==> config.mk <==
export PLATFORM = sky130hd
export DESIGN_NAME = countdown_timer
export DESIGN_NICKNAME = d
export VERILOG_FILES = /design/src/rtl/countdown_timer.sv
export SDC_FILE = /design/constraint.sdc
export NUM_CORES = 1
export LEC_CHECK = 0
export CORE_ASPECT_RATIO = 1.2
export CORE_MARGIN = 2
export CORE_UTILIZATION = 34
export DETAILED_ROUTE_END_ITERATION = 8
export PLACE_DENSITY_LB_ADDON = 0.25
export SLEW_MARGIN = 25
export SYNTH_ARGS = -nofsm -noshare
export SYNTH_HDL_FRONTEND = slang
export SYNTH_SLANG_ARGS = --single-unit
export TNS_END_PERCENT = 5
==> constraint.sdc <==
create_clock -name clk -period 2.86 [get_ports clk]
set_input_delay 0.429 -clock clk [delete_from_list [all_inputs] [get_ports clk]]
set_output_delay 0.429 -clock clk [all_outputs]
set_load 0.01 [all_outputs]
==> src/rtl/countdown_timer.sv <==
// countdown_timer: MM:SS BCD countdown timer with set/run/pause/done modes.
//
// Ports:
//   clk        - system clock, rising edge
//   rst_n      - asynchronous active-low reset
//   tick_1hz   - one-cycle count-enable pulse, once per second
//   sw_set     - level, requests set mode
//   sel        - set-field select (0 = seconds, 1 = minutes)
//   key_up     - one-cycle pulse, increment selected field in SET
//   key_dn     - one-cycle pulse, decrement selected field in SET
//   key_start  - one-cycle pulse, start/pause toggle, alarm acknowledge
//   key_clr    - one-cycle pulse, clear value and return to IDLE
//   sec_l, sec_h, min_l, min_h - registered BCD digits of MM:SS
//   state      - IDLE=0, SET=1, RUN=2, PAUSE=3, DONE=4
//   running    - high only in RUN
//   done_pulse - one-cycle pulse on expiry
//   alarm      - high only in DONE
module countdown_timer (
    input  logic       clk,
    input  logic       rst_n,
    input  logic       tick_1hz,
    input  logic       sw_set,
    input  logic       sel,
    input  logic       key_up,
    input  logic       key_dn,
    input  logic       key_start,
    input  logic       key_clr,
    output logic [3:0] sec_l,
    output logic [3:0] sec_h,
    output logic [3:0] min_l,
    output logic [3:0] min_h,
    output logic [2:0] state,
    output logic       running,
    output logic       done_pulse,
    output logic       alarm
);

    typedef enum logic [2:0] {
        IDLE  = 3'd0,
        SET   = 3'd1,
        RUN   = 3'd2,
        PAUSE = 3'd3,
        DONE  = 3'd4
    } state_t;

    state_t      st_q, st_n;
    logic [7:0]  sec_q, sec_n;   // {sec_h, sec_l}
    logic [7:0]  min_q, min_n;   // {min_h, min_l}
    logic [5:0]  cnt_q, cnt_n;   // ticks seen while in DONE
    logic        dp_q, dp_n;
    logic        run_q, alarm_q;

    // BCD pair 00..59 increment with wrap 59 -> 00
    function automatic logic [7:0] bcd_inc(input logic [7:0] v);
        logic [7:0] r;
        if (v[3:0] == 4'd9) begin
            r[3:0] = 4'd0;
            r[7:4] = (v[7:4] == 4'd5) ? 4'd0 : v[7:4] + 4'd1;
        end else begin
            r[3:0] = v[3:0] + 4'd1;
            r[7:4] = v[7:4];
        end
        return r;
    endfunction

    // BCD pair 00..59 decrement with wrap 00 -> 59
    function automatic logic [7:0] bcd_dec(input logic [7:0] v);
        logic [7:0] r;
        if (v[3:0] == 4'd0) begin
            r[3:0] = 4'd9;
            r[7:4] = (v[7:4] == 4'd0) ? 4'd5 : v[7:4] - 4'd1;
        end else begin
            r[3:0] = v[3:0] - 4'd1;
            r[7:4] = v[7:4];
        end
        return r;
    endfunction

    always_ff @(posedge clk or negedge rst_n) begin
        if (!rst_n) begin
            st_q    <= IDLE;
            sec_q   <= '0;
            min_q   <= '0;
            cnt_q   <= '0;
            dp_q    <= 1'b0;
            run_q   <= 1'b0;
            alarm_q <= 1'b0;
        end else begin
            st_q    <= st_n;
            sec_q   <= sec_n;
            min_q   <= min_n;
            cnt_q   <= cnt_n;
            dp_q    <= dp_n;
            run_q   <= (st_n == RUN);
            alarm_q <= (st_n == DONE);
        end
    end

    always_comb begin
        st_n  = st_q;
        sec_n = sec_q;
        min_n = min_q;
        cnt_n = cnt_q;
        dp_n  = 1'b0;

        if (key_clr) begin
            st_n  = IDLE;
            sec_n = '0;
            min_n = '0;
            cnt_n = '0;
        end else begin
            case (st_q)
                IDLE: begin
                    if (sw_set)
                        st_n = SET;
                    else if (key_start && ({min_q, sec_q} != 16'h0000))
                        st_n = RUN;
                end
                SET: begin
                    if (!sw_set) begin
                        st_n = IDLE;
                    end else if (key_up ^ key_dn) begin
                        if (sel)
                            min_n = key_up ? bcd_inc(min_q) : bcd_dec(min_q);
                        else
                            sec_n = key_up ? bcd_inc(sec_q) : bcd_dec(sec_q);
                    end
                end
                RUN: begin
                    if (key_start) begin
                        st_n = PAUSE;
                    end else if (tick_1hz) begin
                        // Packed BCD compares numerically, so <= 1 catches 00:01
                        // (and guards an unreachable 00:00 in RUN).
                        if ({min_q, sec_q} <= 16'h0001) begin
                            st_n  = DONE;
                            sec_n = '0;
                            min_n = '0;
                            cnt_n = '0;
                            dp_n  = 1'b1;
                        end else begin
                            sec_n = bcd_dec(sec_q);
                            if (sec_q == 8'h00)
                                min_n = bcd_dec(min_q);
                        end
                    end
                end
                PAUSE: begin
                    if (sw_set)
                        st_n = SET;
                    else if (key_start)
                        st_n = RUN;
                end
                DONE: begin
                    sec_n = '0;
                    min_n = '0;
                    if (key_start) begin
                        st_n  = IDLE;
                        cnt_n = '0;
                    end else if (tick_1hz) begin
                        if (cnt_q == 6'd59) begin
                            st_n  = IDLE;
                            cnt_n = '0;
                        end else begin
                            cnt_n = cnt_q + 6'd1;
                        end
                    end
                end
                default: begin
                    st_n = IDLE;
                end
            endcase
        end
    end

    assign sec_l      = sec_q[3:0];
    assign sec_h      = sec_q[7:4];
    assign min_l      = min_q[3:0];
    assign min_h      = min_q[7:4];
    assign state      = st_q;
    assign running    = run_q;
    assign done_pulse = dp_q;
    assign alarm      = alarm_q;

endmodule

==> impl_metrics.ini <==
[run_status]
outcome = finished clean

[global_routing]
first_global_vias = 2112
grt_pass1_wl_um = 10000
grt_start_max_net_pins = 29
grt_use_total_pct = 16.6
grt.overflow.total = 0
antenna_found_initial = 0

[detailed_routing]
vias = 2264
wl_per_cell_um = 14.4
drc = 0
drt_iter0_markers = 125
antenna_left = 0
viasPerCell = 5.62
dr.pass1.iters = 4
routed_wl_um = 5810

[setup_path]
crit_path_end = min_q[4]
required_ns = 3.08
rr_worst_depth = 8
worstSetupPathType = register to register
worstPathCellList = inv_1 > ha_1 > a22o_1 > a41oi_2 > nor3_2 > or3_1 > or4_1 > o21ai_1
crit_slowest_cell = or4_1
crit_arrival_ns = 2.91
cp-start-kind = register
critPathCaptureType = register
cp_max_fo = 7
rrSetupSlack_ns = 0.17
r2r-start = sec_q[1]
crit_path_start = sec_q[1]
cp.depth = 8
path_buf_inv = 1
r2r-end = min_q[4]
crit_path_max_incr_delay_ns = 0.53
cp_top_family = simple AND/OR/NAND/NOR gates

[yosys]
synth_compound_area_share_pct = 27.6
synth_nets = 302
synth.largest_area_cell = dfrtp_1
synthTopCellsByArea = dfrtp_1 (31%), o21ai_0 (6.0%), nand3_1 (4.9%)
synth_top_family_by_area = simple AND/OR/NAND/NOR gates
synthArstFlopShare_pct = 100
synth.avg_cell_area_um2 = 7.96
synth_fa_ha_area_share_pct = 4.41
synth-seq-cells = 28
netlist_instances = 285
muxShareOfSynthArea_pct = 0.937
synth_edf_count = 0
netlist_area_um2 = 2270
yosysWarnings = 0
synth-simple-area-share_pct = 27.7
ys_seq_area_share_pct = 30.9
ys.flop_type = dfrtp_1
synthXorXnorAreaFrac_pct = 1.16
synth_top_area_share_pct = 30.9
yosysUniqueCellTypes = 58

[power_and_ir_drop]
p_clk_share_pct = 11.6
p_per_area_nw_per_um2 = 820
p_leak_uw = 0.00106
p_sw_uw = 1040
irDropWorstVdd_uv = 527
p_sw_share_pct = 46.3
finalPower_uw = 2240
comb_power_share_pct = 57.5
power.internal_uw = 1200
pwr-share-seq_pct = 30.9

[sta]
min_period_ns = 2.69
fin_tns_setup_ns = 0
fin_skew_ns = 0.00366
hold_violations = 0
grt_setup_unrepaired = false
worst_slack_ns = 0.169
slew-limit-headroom_pct = 54.5
final_max_slew_viol_count = 0
setup_viol = 0
tightestPinTransition_ns = 0.683
fmax_mhz = 372
min_period_over_period_pct = 94.1

[floorplanning]
initial_core_util_pct = 35.2
die_w_um = 78.6
design.core.area_um2 = 6450
rows = 32
ios = 31
die_y_um = 93.5
dieArea_um2 = 7350

[worst_hold_path]
worstHoldPathType = input port to asynchronous set/reset pin

[clocking]
cts_setup_buffers = 0
clkSinkCount = 28
cts_buffer_depth = 2
cts_made_buffers = 3
cts-root-buf = clkbuf_8
cts_tree = yes
cts.reportedPaths.clkPinSlew_ns = 0.10
worstSkewPairLatency_ns = 0.28
htree_levels = 1

[layout]
area_growth_pct = 20.2
drive_gt1_share_pct = 9.12
nNetsFinal = 336
fin_cells = 403
diodes = 0
fin_util_pct = 42.3

[placement]
finalWeightedCongestion = 0.867
dp_slack_ns = 0.158
port_buffers = 30
dp_cells = 399
dpl.hpwl_um = 4290

[run]
maxCapViolations = 0
-- flip-flops by register name, summed over array words and instances, names as in the netlist --
| register | cells |
|---|---|
| alarm | 1 |
| cnt_q | 6 |
| done_pulse | 1 |
| min_q | 8 |
| running | 1 |
| sec_q | 8 |
| state | 3 |
-- Yosys cell counts, types with 2 or more instances --
library cell / instances
or4_1: 5
o21ai_0: 27
xnor2_1: 2
a21oi_1: 16
o21ai_1: 2
o221ai_1: 2
nor3_2: 2
dfrtp_1: 28
nand3_1: 22
inv_1: 13
a2111oi_0: 2
ha_1: 8
nor3_1: 8
nand2b_1: 6
o21a_1: 2
o211ai_1: 6
nor2b_1: 3
nand3b_1: 2
nor4_1: 5
o21bai_1: 3
clkbuf_8: 3
a22o_1: 3
nand2_1: 29
buf_2: 3
o41ai_1: 2
a31oi_1: 9
a21o_1: 3
o31ai_1: 7
buf_6: 3
and3_1: 2
clkbuf_1: 6
nor3b_1: 2
nor2_1: 22
or2_2: 3
-- power by group through the flow --
stage | Clock [µW] | Sequential (µW) | Combinational, µW
final | 259 | 691 | 1290
after global routing | 281 | 723 | 1440
after CTS | 266 | 687 | 1290
after detailed placement | 0 | 696 | 1290
after global placement | 0 | 692 | 1280
after floorplan | 0 | 661 | 882
-- timing repair --
item	CTS	global route
hold buffers	0	0
setup endpoints to repair	0	1
gates resized for setup	0	1
-- cell usage in the layout, fill, tap and decap left out, types with 6 or more instances in the layout --
cell type	count
a21oi_1	16
o31ai_1	7
nand2_1	29
dfrtp_1	27
a31oi_1	9
buf_4	15
clkdlybuf4s50_1	30
ha_1	8
nor3_1	8
nor2_1	22
nand2b_1	6
o211ai_1	6
inv_1	13
o21ai_0	26
nand3_1	22
-- final cells by class --
| cell class | count | area [µm²] |
|---|---|---|
| fill | 648 | 3720 |
| multi-input combinational | 228 | 1400 |
| sequential | 28 | 702 |
| timing repair buffer | 45 | 413 |
| tap | 85 | 106 |
| clock buffer | 4 | 55.1 |
| inverter | 13 | 48.8 |
-- metrics by stage --
stage | instance area [µm²] | hold slack [ns]
finish | 2730 | 0.517
floorplan | 2270 | 0.133
CTS | 2730 | 0.533
global placement | 2670 | 0.526
global route | 2730 | 0.552
detailed placement | 2670 | 0.518
-- worst min path at each step --
stage	from	end	slack, ns	cells past startpoint
5_1_grt	rst_n	alarm	0.55	2
2_1_floorplan	rst_n	alarm	0.13	0
3_3_place_gp	cnt_q[1]	cnt_q[1]	0.53	2
4_1_cts	rst_n	min_q[3]	0.53	2
3_5_place_dp	cnt_q[1]	cnt_q[1]	0.52	2
6_report	rst_n	min_q[3]	0.52	2
-- per-layer routing --
metal	wire length (µm)	global-route usage, %	vias up	part of all wire, %
met5	0	0	-	0
met4	86	6.29	0	1.5
met3	140	1.54	6	2.4
met2	2800	27.4	34	48
met1	2780	22.4	1102	48
li1	-	-	1122	-
-- cells by family after synthesis --
kind of cell	Yosys count
XOR/XNOR	3
AND/OR/NAND/NOR	120
AO/OA/AOI/OAI	95
adder cells (fa/ha/maj)	8
flip-flops	28
multiplexers	2
buffers and inverters	29
No activity file was read; power rests on OpenSTA's default activity.
==> variant (same flow settings) <==
Compare `cnt_q` against `6'd59` with >= in place of ==.
--- a/src/rtl/countdown_timer.sv
+++ b/src/rtl/countdown_timer.sv
@@ -158,7 +158,7 @@
                         st_n  = IDLE;
                         cnt_n = '0;
                     end else if (tick_1hz) begin
-                        if (cnt_q == 6'd59) begin
+                        if (cnt_q >= 6'd59) begin
                             st_n  = IDLE;
                             cnt_n = '0;
                         end else begin
Formal check against the unedited RTL: no difference found for any inputs over 4 cycles, from zero or initial values and one cycle with rst_n low; that may be too few to reach the edited logic, so the function may still have changed.
==> variant against the unedited design <==
Combinational power increased by 12%. Hold slack improved by 0.018 ns. Setup slack improved by 0.26 ns. Synthesized area increased by 3.8%. Sequential cell count unchanged. Total power increased by 5.2%. Cell count decreased by 4.2%. Design area increased by 3.3%. Non-clock buffer count decreased by 4. Routed wire length increased by 2.3%. Sequential share of layout area decreased by 0.88 points. Critical path depth decreased by 1.
==> variant: results (changes against the unedited design) <==
register area share after synthesis=0.297 (-0.0113); pre-CTS WS=0.388 ns (+0.230 ns); Unique masters post-synth=66 (+14%); met3 Resource Use GR=0.0180 (+0.00255); list of most frequent post-synthesis cells=28 x dfrtp_1, 28 x nand2_1, 18 x nor2_1; Critical Path Start=min_q[0]$_DFFE_PN0P_; WL per Instance=15.4 um (+6.8%); leakage power=1.12 nW (+5.2%); crit-path max FO=19 (+12); hpwl dp=4.32 mm (+0.62%); Peak VDD IR=0.000238 V (-55%); GPL Wtd Cong=0.837 (-3.5%); Clock Skews=0.00483 ns (+0.00117 ns); first-iteration detailed-routing DRC count=119 (-4.8%); nets@finish=317 (-5.7%); Slew headroom=0.507 (-0.0376); fillers=690 (+6.5%); status=completed; routed vias/inst=5.61 (-0.21%); total track usage=0.164 (-0.00232); switching portion of total power=0.449 (-0.0142); Synth area leaders=dfrtp_1 30%, nand2_1 4.5%, ha_1 4.2%; layout cells sized above 1=0.110 (+0.0192); first-pass GRT wire length=10.0 mm (+0.27%); Hold WS=0.535 ns (+0.0184 ns); met1 GRT Util=0.236 (+0.0114); flop-to-flop setup slack=0.43 ns (+0.26 ns)
-- variant: cell count changes in the layout (fill, tap and decap cells not counted), moves of 5 or more --
| cell | delta |
|---|---|
| a21oi_1 | -8 |
| a31oi_1 | -5 |
| nand3_1 | -13 |
| nor3_1 | -6 |
| nor3b_1 | +7 |
| o21ai_0 | -9 |
| o2bb2ai_1 | +7 |
| o31ai_1 | -6 |
| or4_1 | -5 |
-- variant: per-stage QoR --
stage	area [um^2]	utilization	instances
detailed placement	2760	0.408	382
global route	2820	0.416	386
finish	2820	0.416	386
floorplan	2360	-	269
CTS	2820	0.416	386
global placement	2760	0.408	382
-- variant: how the worst max path moves through the flow --
stage / slack, ns / endpoint / cells after the start
after floorplan: 0.81 / state[1]$_DFF_PN0_ / 7
after global placement: 0.41 / min_q[3]$_DFFE_PN0P_ / 6
after detailed placement: 0.39 / min_q[3]$_DFFE_PN0P_ / 6
after CTS: 0.41 / cnt_q[3]$_DFFE_PN0P_ / 7
after global routing: 0.24 / cnt_q[2]$_DFFE_PN0P_ / 7
final: 0.43 / cnt_q[3]$_DFFE_PN0P_ / 7
-- variant: logic make-up after synthesis --
group	after synthesis	synth area share
AO/OA/AOI/OAI	88	0.285
flip-flops	28	0.297
XOR/XNOR	7	0.0260
adder cells (fa/ha/maj)	8	0.0425
AND/OR/NAND/NOR	104	0.252
buffers and inverters	27	0.0547
multiplexers	7	0.0425
-- variant: layer usage --
metal,part of all wire,up-vias
li1,-,1066
met1,0.49,1067
met2,0.48,29
met3,0.027,2
met4,0.0050,0
met5,0,-
-- variant: critical path, cell delays in order (launching register included) --
cell and delay (ns):
dfrtp_1 0.45, inv_1 0.13, ha_1 0.30, nor2b_1 0.20
a41oi_1 0.19, o221ai_4 0.52, o31ai_4 0.21, a211o_1 0.33
-- variant: layout make-up --
cell class,count,area [um^2],share of cell area
well taps,87,109,0.0386
inverters,12,45.0,0.0160
multi-input cells,214,1530,0.541
repair buffers,41,383,0.136
flip-flops and latches,28,701,0.249
clock buffers,4,55.1,0.0195
-- variant: power by group through the flow --
stage	clock (mW)	sequential, mW	combinational, mW
floorplan	0	0.631	0.978
global placement	0	0.652	1.43
detailed placement	0	0.654	1.44
CTS	0.270	0.646	1.45
global route	0.284	0.668	1.60
finish	0.258	0.646	1.45
